**config.mk**
```make
export PLATFORM = sky130hd
export DESIGN_NAME = alu
export DESIGN_NICKNAME = d
export VERILOG_FILES = /design/src/rtl/alu.sv
export SDC_FILE = /design/constraint.sdc
export NUM_CORES = 1
export LEC_CHECK = 0
export BUFFER_PORTS_ARGS = -buffer_cell sky130_fd_sc_hd__buf_2
export CORE_MARGIN = 2
export CORE_UTILIZATION = 30
export CTS_CLUSTER_SIZE = 25
export DETAILED_ROUTE_END_ITERATION = 7
export PLACE_DENSITY = 0.48
export SYNTH_ARGS = -nofsm -noshare
export SYNTH_HDL_FRONTEND = slang
export SYNTH_SLANG_ARGS = --single-unit
```
**constraint.sdc**
```tcl
create_clock -name clk -period 7.35 [get_ports clk]
set_input_delay 0 -clock clk [delete_from_list [all_inputs] [get_ports clk]]
set_output_delay 0 -clock clk [all_outputs]
set_load 0.03 [all_outputs]
```
**src/rtl/alu.sv**
```systemverilog
// Phaethon multi-cycle 32-bit core: fetches 4-byte little-endian
// instructions from a 256-byte RAM over a req/ack handshake and executes them.
// Optional build macro ALU_MUL_EN adds opcode 0x0C (MUL); without it 0x0C is a NOP.
module alu (
  input  logic        clk,
  input  logic        reset,
  input  logic [31:0] ramValue,
  input  logic        readAck,
  input  logic        writeAck,
  output logic [7:0]  ramAddress,
  output logic [31:0] ramOut,
  output logic        readReq,
  output logic        writeReq,
  output logic [7:0]  iPointer,
  output logic [7:0]  opCode,
  output logic [31:0] r0,
  output logic [31:0] r1,
  output logic [31:0] debug
);

  typedef enum logic [2:0] {
    S_FETCH, S_EXEC, S_IMM, S_LOAD, S_STORE, S_HALT
  } state_t;

  state_t      state;
  logic [7:0]  ip;
  logic [31:0] regs [4];
  logic [31:0] dbg;
  logic [1:0]  d_sel;
  logic [7:0]  s_byte;
  logic [7:0]  imm8;
  logic [31:0] mem_data;
  logic        seen_low;

  logic        busy;
  logic        ack;
  logic        done;
  logic [31:0] rd;
  logic [31:0] rs;
  logic        wr_en;
  logic [31:0] wr_val;
  logic [7:0]  ip_next;
  logic        unused_bits;

  assign busy = readReq | writeReq;
  assign ack  = readReq ? readAck : writeAck;
  // An ack only completes a transfer once a low ack has been seen in this
  // request, so a stale high left from the previous transfer is ignored.
  assign done = busy & ack & seen_low;
  assign rd   = regs[d_sel];
  assign rs   = regs[s_byte[1:0]];
  assign unused_bits = ^ramValue[15:10];

  assign iPointer = ip;
  assign r0       = regs[0];
  assign r1       = regs[1];
  assign debug    = dbg;

  // Execute-stage result and next instruction pointer for the latched opcode.
  always_comb begin
    wr_en   = 1'b0;
    wr_val  = rd;
    ip_next = ip + 8'd4;
    case (opCode)
      8'h01: begin wr_en = 1'b1; wr_val = {24'b0, imm8}; end
      8'h02: begin wr_en = 1'b1; wr_val = mem_data; ip_next = ip + 8'd8; end
      8'h03: begin wr_en = 1'b1; wr_val = rs; end
      8'h04: begin wr_en = 1'b1; wr_val = rd + rs; end
      8'h05: begin wr_en = 1'b1; wr_val = rd - rs; end
      8'h06: begin wr_en = 1'b1; wr_val = rd & rs; end
      8'h07: begin wr_en = 1'b1; wr_val = rd | rs; end
      8'h08: begin wr_en = 1'b1; wr_val = rd ^ rs; end
      8'h09: begin wr_en = 1'b1; wr_val = rd + {24'b0, imm8}; end
      8'h0A: begin wr_en = 1'b1; wr_val = rd << imm8[4:0]; end
      8'h0B: begin wr_en = 1'b1; wr_val = rd >> imm8[4:0]; end
`ifdef ALU_MUL_EN
      8'h0C: begin wr_en = 1'b1; wr_val = rd * rs; end
`endif
      8'h10: begin wr_en = 1'b1; wr_val = mem_data; end
      8'h20: ip_next = s_byte;
      8'h21: if (rd == 32'd0) ip_next = s_byte;
      default: ;
    endcase
  end

  // Sequencer: bus transfers, instruction latch and architectural updates.
  always_ff @(posedge clk) begin
    if (reset) begin
      state      <= S_FETCH;
      ip         <= 8'd0;
      for (int i = 0; i < 4; i++) regs[i] <= 32'd0;
      dbg        <= 32'd0;
      opCode     <= 8'd0;
      d_sel      <= 2'd0;
      s_byte     <= 8'd0;
      imm8       <= 8'd0;
      mem_data   <= 32'd0;
      seen_low   <= 1'b0;
      ramAddress <= 8'd0;
      ramOut     <= 32'd0;
      readReq    <= 1'b0;
      writeReq   <= 1'b0;
    end else begin
      if (busy && !ack) seen_low <= 1'b1;
      case (state)
        S_FETCH: begin
          if (!busy) begin
            readReq    <= 1'b1;
            ramAddress <= ip;
            seen_low   <= 1'b0;
          end else if (done) begin
            readReq <= 1'b0;
            opCode  <= ramValue[7:0];
            d_sel   <= ramValue[9:8];
            s_byte  <= ramValue[23:16];
            imm8    <= ramValue[31:24];
            case (ramValue[7:0])
              8'h02:   state <= S_IMM;
              8'h10:   state <= S_LOAD;
              8'h11:   state <= S_STORE;
              default: state <= S_EXEC;
            endcase
          end
        end
        S_IMM: begin
          if (!busy) begin
            readReq    <= 1'b1;
            ramAddress <= ip + 8'd4;
            seen_low   <= 1'b0;
          end else if (done) begin
            readReq  <= 1'b0;
            mem_data <= ramValue;
            state    <= S_EXEC;
          end
        end
        S_LOAD: begin
          if (!busy) begin
            readReq    <= 1'b1;
            ramAddress <= s_byte;
            seen_low   <= 1'b0;
          end else if (done) begin
            readReq  <= 1'b0;
            mem_data <= ramValue;
            state    <= S_EXEC;
          end
        end
        S_STORE: begin
          if (!busy) begin
            writeReq   <= 1'b1;
            ramAddress <= s_byte;
            ramOut     <= rd;
            seen_low   <= 1'b0;
          end else if (done) begin
            writeReq <= 1'b0;
            state    <= S_EXEC;
          end
        end
        S_EXEC: begin
          if (opCode == 8'hFF) begin
            state <= S_HALT;
          end else begin
            if (wr_en) regs[d_sel] <= wr_val;
            if (opCode == 8'h30) dbg <= rd;
            ip    <= ip_next;
            state <= S_FETCH;
          end
        end
        S_HALT:  ;
        default: state <= S_FETCH;
      endcase
    end
  end

endmodule

```
### Word-level counts from Yosys, hierarchy flattened

Memory sizes are Yosys's and may differ from the RTL's. A register that Yosys moved wholly into a read port is not among the register bits.
Index checks and enable logic that the tools add are counted.

* multipliers: 0
* reductions and logical operators: 22
* divide/modulo/power cells: 0
* order comparisons: 0
* shift operators: 2
* equal/unequal tests: 32
* multiplexer cells: 35
* add/sub/neg operators: 5
* bitwise logic cells: 9

Operators by type and width (count)
* case mux 32 bit (11 select lines): 1
* case mux 8 bit (3 select lines): 2
* adder 32 bit: 1
* adder 32 x 8 -> 32 bit: 1
* AND 32 bit: 1
* equality test 8 x 3 -> 1 bit, second input constant: 4
* equality test 8 x 4 -> 1 bit, second input constant: 4
* logical NOT 32 bit: 1
* two-way mux 32 bit: 1
* two-way mux 8 bit: 4
* OR 32 bit: 1
* OR reduction 32 bit: 1
* << shifter 32 x 5 -> 32 bit: 1
* right shift 32 x 5 -> 32 bit: 1
* subtractor 32 bit: 1
* bitwise XOR 32 bit: 1
* equality test 8 x 2 -> 1 bit, second input constant: 3
* equality test 8 x 5 -> 1 bit, second input constant: 3
* equality test 8 x 6 -> 1 bit, second input constant: 3
* two-way mux 1 bit: 15
* two-way mux 3 bit: 5
* case mux 3 bit (4 select lines): 1
* OR reduction 12 bit: 1
* two-way mux 2 bit: 5
* 24 further kinds: 43

* ROM bits: 0
* memories kept: 1
* output and inout bits: 154
* memory bits (writable): 128
* input bits: 36
* bits in latches: 0
* bits in registers: 144

Memories
* regs: words 4, bits a word 32, read ports 4, clocked after memory_dff 2, wr ports 4, line 27 `logic [31:0] regs [4];`

### Logic depth before layout (Yosys ltp)

* depth in word-level cells: 10
* depth in mapped cells: 23
* gate-level depth less buffers: 19

### Worst setup path before layout

Ideal clock, no wire load.

* kind: register to register
* from: memory regs[0][5]
* to: memory regs[0][27], data pin
* stages on the path, launching flop included: 19
* slack: 1485 ps
* data required time: 7065 ps
* period minus slack after synthesis: 5865 ps
* buffers on the path: 2
* data arrival time: 5580 ps
* library setup time: 285 ps
* cell sequence: edfxtp_1 > mux4_2 > or4_1 > or4_1 > clkbuf_1 > nor2_1 > a31oi_1 > mux2i_1 > ha_1 > clkbuf_1 > o21a_1 > o21ai_0 > a21oi_1 > o31a_1 > a311o_1 > a221o_1 > xor2_1 > a2111oi_0 > nor2_1

RTL lines (line)
* start, declared: 27

==> impl_metrics.env <==
export IMPL_grt_overflow=0
export IMPL_startpoint_type="register"
export IMPL_wl_per_cell_um=28.42
export IMPL_drc_errors=0
export IMPL_tightest_slew_ps=1272
export IMPL_insertion_delay_ps=560
export IMPL_routabilityCongestion=1.013
export IMPL_boundaryPins=190
export IMPL_cts_tree="yes"
export IMPL_crit_chain="mux4_2 -> or4_1 -> or4_1 -> nor2_1 -> a31oi_1 -> mux2i_1 -> ha_1 -> o21a_1 -> o21ai_0 -> a21oi_1 -> o31a_1 -> a311o_1 -> a221o_1 -> xor2_1 -> a2111oi_0 -> buf_4 -> nor2_1"
export IMPL_n_fill_cell=6903
export IMPL_vias=19870
export IMPL_async_flop_share=0
export IMPL_cpLargestDelayFamily="compound AO/OA/AOI/OAI gates"
export IMPL_fp_dieH_um=262.4
export IMPL_layout_commonest_cell="nand2_1"
export IMPL_start_util=0.3040
export IMPL_holdWs_ps=240.0
export IMPL_ir_drop_uv=160.0
export IMPL_worstPathMaxFanout=8
export IMPL_track_usage=0.2706
export IMPL_critPathSlowestCell="or4_1"
export IMPL_cts_resized=0
export IMPL_critPathKind="reg -> reg"
export IMPL_ys_ff_latch=276
export IMPL_met1Wirelength_um=44260
export IMPL_fp_dieW_um=262.4
export IMPL_critPathMaxStageDelay_ps=770
export IMPL_ys_types=72
export IMPL_clockBufferDepth=3
export IMPL_h_tree_depth=2
export IMPL_syn2layout_area_growth_pct=16.78
export IMPL_slew_viol_final=0
export IMPL_dpl_hpwl_um=73290
export IMPL_r2r_slack_ps=690
export IMPL_synthesis_area_um2=20020
export IMPL_maxCapViolations=0
export IMPL_crit_path_end_kind="register"
export IMPL_r2r_end="regs[3][27]"
export IMPL_crit_buf_inv=1
export IMPL_finalSetupTns_ps=0
export IMPL_clock_sinks=276
export IMPL_synth_edff_count=128
export IMPL_slew_headroom=0.1299
export IMPL_cp_arrival_ps=6940
export IMPL_yosys_warnings=0
export IMPL_grt_max_degree=74
export IMPL_critical_path_required_ps=7630
export IMPL_fmax_ghz=0.1501
export IMPL_cts_setup_buffers=0
export IMPL_dieArea_um2=68830
export IMPL_r2r_cells=17
export IMPL_vias_per_cell=5.828
export IMPL_io_buffers=189
export IMPL_firstDrtPassIters=6
export IMPL_nets=2656
export IMPL_synth_avg_cell_area_um2=8.385
export IMPL_holdPathEnd="mem_data[13]"
export IMPL_syn_num_nets=2523
export IMPL_drtIter0Drc=2395
export IMPL_cts_made_buffers=35
export IMPL_ys_seq_area_frac=0.3399
export IMPL_antennaDiodeCount=0
export IMPL_setup_viol=0
export IMPL_final_antenna_net_count=0
export IMPL_min_from="ramValue[13]"
export IMPL_rsz0062_at_grt="no"
export IMPL_dr_wl_met2_um=41880
export IMPL_fin_worst_skew_ps=17.93
export IMPL_min_path_cells=4
export IMPL_power_density_nw_per_um2=185.5
export IMPL_syn_inst=2388
export IMPL_met3_length_um=7067
export IMPL_cellLeakagePower_nw=9.059
export IMPL_cts_root_buf="clkbuf_16"
export IMPL_period_share=0.9062
export IMPL_status="completed"
export IMPL_finalHoldViolations=0
export IMPL_min_path_type="in -> reg"
export IMPL_path_clk_slew_ps=60
export IMPL_mostFrequentLayoutCells="391 x nand2_1, 283 x nor2_1, 276 x a21oi_1"
export IMPL_period_needed_ps=6660
export IMPL_grt_pass1_wl_um=137100
export IMPL_dr_max_layer_used="met5"
export IMPL_coreArea_um2=65860
export IMPL_final_layout_size_suffix_gt1_frac=0.1744
export IMPL_synth_ff_type="dfxtp_1"
export IMPL_grt_pass1_vias=18550
export IMPL_ctsHoldBuffers=36
export IMPL_rows=94
export IMPL_drt_wl_total_um=96900
export IMPL_antenna_found_initial=3
==> logic make-up after synthesis <==
kind of cell,after synthesis,synth area share
compound gates,636,0.1978
xor+xnor,37,0.01656
fa+ha+maj,99,0.06223
buf+inv,277,0.05224
flops,276,0.3399
mux,190,0.1453
simple gates,873,0.1859
==> flip-flops by register name, indices dropped and copies added, names as in the netlist, 3 cells and up, named ones only <==
name / cells
regs: 128
imm8: 8
iPointer: 8
debug: 32
ramAddress: 8
mem_data: 32
ramOut: 32
opCode: 8
s_byte: 8
state: 3
==> worst register-to-register path: cells and delay by family (launching register included) <==
family          cells  cell delay [ps]
xor+xnor            1              160
flops               1              470
mux                 2              780
compound gates      8             2450
buf+inv             1              230
simple gates        4             1860
fa+ha+maj           1              420
==> layer usage <==
layer	track usage	vias to the layer above
li1	-	8948
met4	0.09613	6
met2	0.4084	912
met5	0	-
met1	0.3909	9869
met3	0.04085	139
==> cell usage after synthesis (20+ instances only) <==
master    instances  area [µm²]
a211oi_1         38       285.3
ha_1             98        1226
inv_1            85       319.1
o211ai_1         20       150.1
a21o_1           23       172.7
mux4_2           77        1734
dfxtp_1         148        2963
nor3_1           35       175.2
o21ai_0          92       460.4
a21oi_1         277        1386
clkbuf_1        168       630.6
nor2_1          283        1062
mux2i_1          77       770.7
xnor2_1          24       210.2
nand3_1          48       240.2
o22ai_1          24       150.1
nand2_1         391        1468
mux2_2           36       405.4
a221oi_1         31       271.5
edfxtp_1        128        3844
==> layout make-up <==
cell class                      count  area, µm²  share of cell area
Timing Repair Buffer              287       1774             0.07587
Clock buffer                       50      992.2             0.04243
Multi-Input combinational cell   1835      12230              0.5231
Sequential cell                   276       6815              0.2914
Inverter                           86      322.8             0.01380
Clock inverter                     12      166.4            0.007116
Tap cell                          864       1081             0.04623
==> per-stage QoR <==
| step | instance area (µm²) | util | cells | setup WS, ps | total power [mW] |
|---|---|---|---|---|---|
| after global placement | 21870 | 0.3320 | 3312 | 858.8 | 2.563 |
| after global routing | 23380 | 0.3551 | 3410 | 361.7 | 4.482 |
| after detailed placement | 21870 | 0.3320 | 3312 | 801.2 | 2.563 |
| after CTS | 23380 | 0.3551 | 3410 | 787.5 | 4.352 |
| after floorplan | 20020 | - | 2388 | 1485 | 2.217 |
| final | 23380 | 0.3551 | 3410 | 689.7 | 4.339 |
==> how the worst max path moves through the flow <==
stage,end,slack [ps],depth (start not counted)
final,regs[3][27],690,17
after detailed placement,regs[2][27],800,17
after global placement,regs[0][30],860,17
after floorplan,regs[0][27],1480,18
after CTS,regs[2][27],790,17
after global routing,regs[2][30],360,17
==> power breakdown <==
group | switching [mW] | internal, mW | total [mW]
Combinational | 0.614 | 0.282 | 0.896
Sequential | 0.0374 | 1.64 | 1.68
Clock | 0.688 | 1.08 | 1.77
Total | 1.34 | 3.00 | 4.34
No activity file was read; power rests on OpenSTA's default activity.
